### src/rtl/back_buffer_controller.sv
// Back-buffer sequencer: clears the off-screen buffer after each swap, then lends
// port B to the renderer until it reports the frame is drawn.
module back_buffer_controller #(
    parameter int                 H_ACTIVE    = 640,
    parameter int                 V_ACTIVE    = 480,
    parameter int                 PIXEL_W     = 12,
    parameter logic [PIXEL_W-1:0] CLEAR_COLOR = '0
) (
    input  logic               clock,
    input  logic               reset,
    input  logic               next_frame,
    input  logic               clear_enable,
    input  logic               draw_req,
    input  logic [9:0]         draw_x,
    input  logic [9:0]         draw_y,
    input  logic               draw_we,
    input  logic [PIXEL_W-1:0] draw_wdata,
    input  logic               draw_done,
    output logic               draw_grant,
    output logic [PIXEL_W-1:0] draw_rdata,
    output logic               draw_rvalid,
    output logic [9:0]         buf_x,
    output logic [9:0]         buf_y,
    output logic               buf_we,
    output logic [PIXEL_W-1:0] buf_wdata,
    input  logic [PIXEL_W-1:0] buf_rdata,
    output logic               render_complete,
    output logic [15:0]        frame_count
);

    typedef enum logic [1:0] {CLEAR, DRAW, DONE} state_t;

    localparam logic [9:0] X_LAST = 10'(H_ACTIVE - 1);
    localparam logic [9:0] Y_LAST = 10'(V_ACTIVE - 1);

    state_t     state_reg;
    logic [9:0] cx_reg;
    logic [9:0] cy_reg;
    logic       rd_pend_reg;

    logic       start_clear;
    logic       clearing;
    logic       accept;
    logic       take;
    logic [9:0] ix;
    logic [9:0] iy;
    logic       last_x;
    logic       last_y;

    // The swap cycle itself issues pixel (0,0), so the clear burst begins on
    // the very next cycle, just as it does after reset release.
    always_comb begin
        start_clear = (state_reg == DONE) && next_frame && clear_enable;
        clearing    = (state_reg == CLEAR) || start_clear;
        ix          = (state_reg == CLEAR) ? cx_reg : 10'd0;
        iy          = (state_reg == CLEAR) ? cy_reg : 10'd0;
        last_x      = (ix == X_LAST);
        last_y      = (iy == Y_LAST);
        accept      = (state_reg == DRAW) && draw_grant;
        take        = accept && draw_req;
    end

    always_ff @(posedge clock or posedge reset) begin
        if (reset) begin
            state_reg       <= CLEAR;
            cx_reg          <= '0;
            cy_reg          <= '0;
            rd_pend_reg     <= 1'b0;
            draw_grant      <= 1'b0;
            draw_rdata      <= '0;
            draw_rvalid     <= 1'b0;
            buf_x           <= '0;
            buf_y           <= '0;
            buf_we          <= 1'b0;
            buf_wdata       <= '0;
            render_complete <= 1'b0;
            frame_count     <= '0;
        end else begin
            buf_we      <= 1'b0;
            rd_pend_reg <= take && !draw_we;
            draw_rvalid <= rd_pend_reg;
            if (rd_pend_reg) begin
                draw_rdata <= buf_rdata;
            end

            if (clearing) begin
                buf_x     <= ix;
                buf_y     <= iy;
                buf_we    <= 1'b1;
                buf_wdata <= CLEAR_COLOR;
                if (last_x) begin
                    cx_reg <= '0;
                    cy_reg <= last_y ? 10'd0 : iy + 10'd1;
                end else begin
                    cx_reg <= ix + 10'd1;
                    cy_reg <= iy;
                end
                state_reg <= (last_x && last_y) ? DRAW : CLEAR;
            end else if (take) begin
                buf_x     <= draw_x;
                buf_y     <= draw_y;
                buf_we    <= draw_we;
                buf_wdata <= draw_wdata;
            end

            case (state_reg)
                CLEAR: begin
                    draw_grant      <= 1'b0;
                    render_complete <= 1'b0;
                end
                DRAW: begin
                    // Grant lags entry into DRAW by a cycle after a clear, so the
                    // renderer never overlaps the final clear write.
                    if (accept && draw_done) begin
                        state_reg       <= DONE;
                        draw_grant      <= 1'b0;
                        render_complete <= 1'b1;
                    end else begin
                        draw_grant <= 1'b1;
                    end
                end
                DONE: begin
                    if (next_frame) begin
                        frame_count     <= frame_count + 16'd1;
                        render_complete <= 1'b0;
                        if (!clear_enable) begin
                            state_reg  <= DRAW;
                            draw_grant <= 1'b1;
                            cx_reg     <= '0;
                            cy_reg     <= '0;
                        end
                    end
                end
                default: state_reg <= CLEAR;
            endcase
        end
    end

endmodule

### config.mk
export PLATFORM = sky130hd
export DESIGN_NAME = back_buffer_controller
export DESIGN_NICKNAME = d
export VERILOG_FILES = /design/src/rtl/back_buffer_controller.sv
export SDC_FILE = /design/constraint.sdc
export NUM_CORES = 1
export LEC_CHECK = 0
export BUFFER_PORTS_ARGS = -buffer_cell sky130_fd_sc_hd__buf_2
export CAP_MARGIN = 5
export CORE_ASPECT_RATIO = 1.2
export CORE_UTILIZATION = 48
export DETAILED_ROUTE_END_ITERATION = 6
export PLACE_DENSITY = 0.74
export SLEW_MARGIN = 0
export SYNTH_ARGS = -nofsm -noshare
export SYNTH_HDL_FRONTEND = slang
export SYNTH_SLANG_ARGS = --single-unit
### constraint.sdc
create_clock -name clock -period 7.19 [get_ports clock]
set_clock_uncertainty 0.1 [all_clocks]
set_input_delay 1.0785 -clock clock [delete_from_list [all_inputs] [get_ports clock]]
set_output_delay 1.0785 -clock clock [all_outputs]
set_load 0.005 [all_outputs]
==> impl_metrics.ini <==
[worst_setup_path]
crit_cells = 9
end_kind = flop
crit_top_cell = ha_1
crit_path_top_delay_cell = nor3_1
rrSetupSlack_ns = 4.06
crit_end = state_reg[0]$_DFF_PP0_
cp_num_buf_inv = 2
r2r_cells = 9
r2r-end = state_reg[0]$_DFF_PP0_
critPathMaxFanout = 43
critPathLaunchType = flop
path_class = flop to flop
cp_top_family = simple AND/OR/NAND/NOR gates
path_cells = inv_1, ha_1, buf_4, and2_1, ha_1, and4_1, nand4_4, nor3_1, o221a_2
crit_required_ns = 7.40
critPathLaunch = state_reg[0]$_DFF_PP0_
critPathMaxStageDelay_ns = 0.63
regToRegStartpoint = state_reg[0]$_DFF_PP0_
critical_path_arrival_ns = 3.34

[sta]
rsz0062_at_grt = false
final-hold-violation-count = 0
fmax_ghz = 0.319
hold_ws_ns = 0.363
max_slew.worst_pin.slew_ns = 1.10
setup-violations-final = 0
fin_tns_setup_ns = 0
period_minus_slack_ns = 3.13
slew_headroom = 0.267
timing.final.ws_setup_ns = 4.06
period_share = 0.436
slew_viol_final = 0

[layout]
drive_above_1_share = 0.292
top_regs = frame_count (16), buf_wdata (12), draw_rdata (12)
fin_nets = 584
mostFrequentLayoutCell = buf_2
largest-register = frame_count
instances_no_fill = 645
area_delta_synth_final_pct = 21.5
final_cell_mix = 114 x buf_2, 87 x dfrtp_1, 65 x nand2_1
diodes = 0
largest_reg_flops = 16

[logic_synthesis]
syn_nets = 477
synthCells = 419
synth-main-ff-cell = dfrtp_1
seq_area_frac_synth = 0.520
yosys.area.top_type = dfrtp_1
avgSynthCellArea_sq_um = 9.98
yosysTopAreaCellShare = 0.520
synth_edf_count = 0
yosysUniqueCellTypes = 51
synth_warnings = 0
synth_seq_cells = 87
async_flop_share = 1.00
synth_area_sq_mm = 0.00418
yosys-top-cells-area = dfrtp_1 52%, nand2_1 5.8%, a21oi_1 3.4%

[place]
dp_slack_ns = 4.09
dp_hpwl_mm = 6.74
globalplace.congestion = 0.873
dp_cells = 629
portBuffers = 114

[global_routing]
antenna_found_initial = 0
grt_max_degree = 88
grt_first_pass_wirelength_mm = 16.0
grt_pass1_vias = 3302
gr-total-overflow = 0
track_usage = 0.225

[routing]
first_pass_iters = 5
route.met2.wl_mm = 4.83
drt-met1-wl_mm = 4.31
wl_met3_um = 467
wl_per_cell_um = 15.0
vias = 3555
drt_iter0_drc = 260
wl_mm = 9.67
routed.top_layer = met4
drc = 0
vias_per_cell = 5.51
ant_nets = 0

[clocking]
postCtsHoldBufs = 0
clock_latency_ns = 0.36
cts_buffers = 9
cts_buffer_depth = 2
cts_tree = built
root_buffer = clkbuf_8
cts_resized = 0
clock_sinks = 87
cts_max_level = 3
clk_pin_slew_ns = 0.09
post_cts_buffers = 0

[pwr]
p_total_mw = 0.932
power_density_mw_per_mm2 = 183
cellLeakagePower_nw = 2.53
ir_drop_uv = 108

[floorplanning]
die_area_sq_mm = 0.00909
ioPinCount = 115
start_util = 0.505
coreArea_sq_mm = 0.00829
row_count = 36
die_x_um = 87.2
die_h_um = 104

[worst_hold_path]
min_from = frame_count[15]$_DFFE_PP0N_
min_path_type = flop to flop

[run]
drv_cap = 0

[run_status]
status = completed
==> cells by family (layout without fill, tap and decap cells) <==
logic type / count (synthesis) / in the layout / share of synthesized area
AND/OR/NAND/NOR: 166 / 166 / 0.198
adder cells (fa/ha/maj): 7 / 7 / 0.0209
flip-flops: 87 / 87 / 0.520
multiplexers: 14 / 14 / 0.0371
XOR/XNOR: 20 / 20 / 0.0419
AO/OA/AOI/OAI: 96 / 96 / 0.154
buffers and inverters: 29 / 141 / 0.0275
==> synthesized netlist by cell type, drive strengths merged, types with 3 or more instances <==
library cell,instances
nor2b,3
o22a,4
and3,6
nor3b,3
ha,7
o31ai,4
and4,3
nand4,7
and2,6
nor3,8
or4,4
inv,7
buf,6
xnor2,12
xor2,8
a21oi,28
nand3,16
nand2b,3
and3b,3
mux2,12
a21boi,3
nor2,29
o21ai,21
o211ai,3
nand3b,3
clkbuf,16
dfrtp,87
a2bb2oi,16
nand2,65
==> worst register-to-register path: cells and delay by family (launching register included) <==
| family | cells | cell delay, ns |
|---|---|---|
| AO/OA/AOI/OAI | 1 | 0.31 |
| flip-flops | 1 | 0.41 |
| buffers and inverters | 2 | 0.46 |
| adder cells (fa/ha/maj) | 2 | 0.33 |
| AND/OR/NAND/NOR | 4 | 1.46 |
==> report_power, final <==
part / internal, mW / total [mW] / switching, mW
sequential: 0.489 / 0.489 / 0.000000000335
clock: 0.241 / 0.418 / 0.177
combinational: 0.0104 / 0.0253 / 0.0149
total: 0.740 / 0.932 / 0.192
==> cell type report <==
cell class,count,area (sq um)
Clock buffer,11,141
Clock inverter,5,104
Fill cell,753,3200
Inverter,7,27.5
Multi-Input combinational cell,303,1890
Sequential cell,87,2180
Tap cell,114,143
Timing Repair Buffer,118,601
==> how the worst min path moves through the flow <==
stage / cells past startpoint / slack [ns] / to
4_1_cts: 1 / 0.37 / frame_count[15]$_DFFE_PP0N_
5_1_grt: 1 / 0.41 / frame_count[14]$_DFFE_PP0N_
3_3_place_gp: 1 / 0.36 / frame_count[15]$_DFFE_PP0N_
2_1_floorplan: 0 / 0.31 / draw_rvalid$_DFF_PP0_
6_report: 1 / 0.36 / frame_count[15]$_DFFE_PP0N_
3_5_place_dp: 1 / 0.36 / frame_count[15]$_DFFE_PP0N_
==> layer usage <==
| layer | global-route usage | vias up |
|---|---|---|
| met1 | 0.303 | 1750 |
| met2 | 0.365 | 98 |
| li1 | - | 1701 |
| met3 | 0.0595 | 6 |
| met4 | 0.0492 | 0 |
| met5 | 0 | - |
==> through the flow <==
stage	util	instance area (sq um)
finish	0.613	5080
global route	0.613	5080
CTS	0.613	5080
detailed placement	0.584	4840
global placement	0.584	4840
floorplan	-	4180
Note: power is estimated with default switching activity, not from simulation.
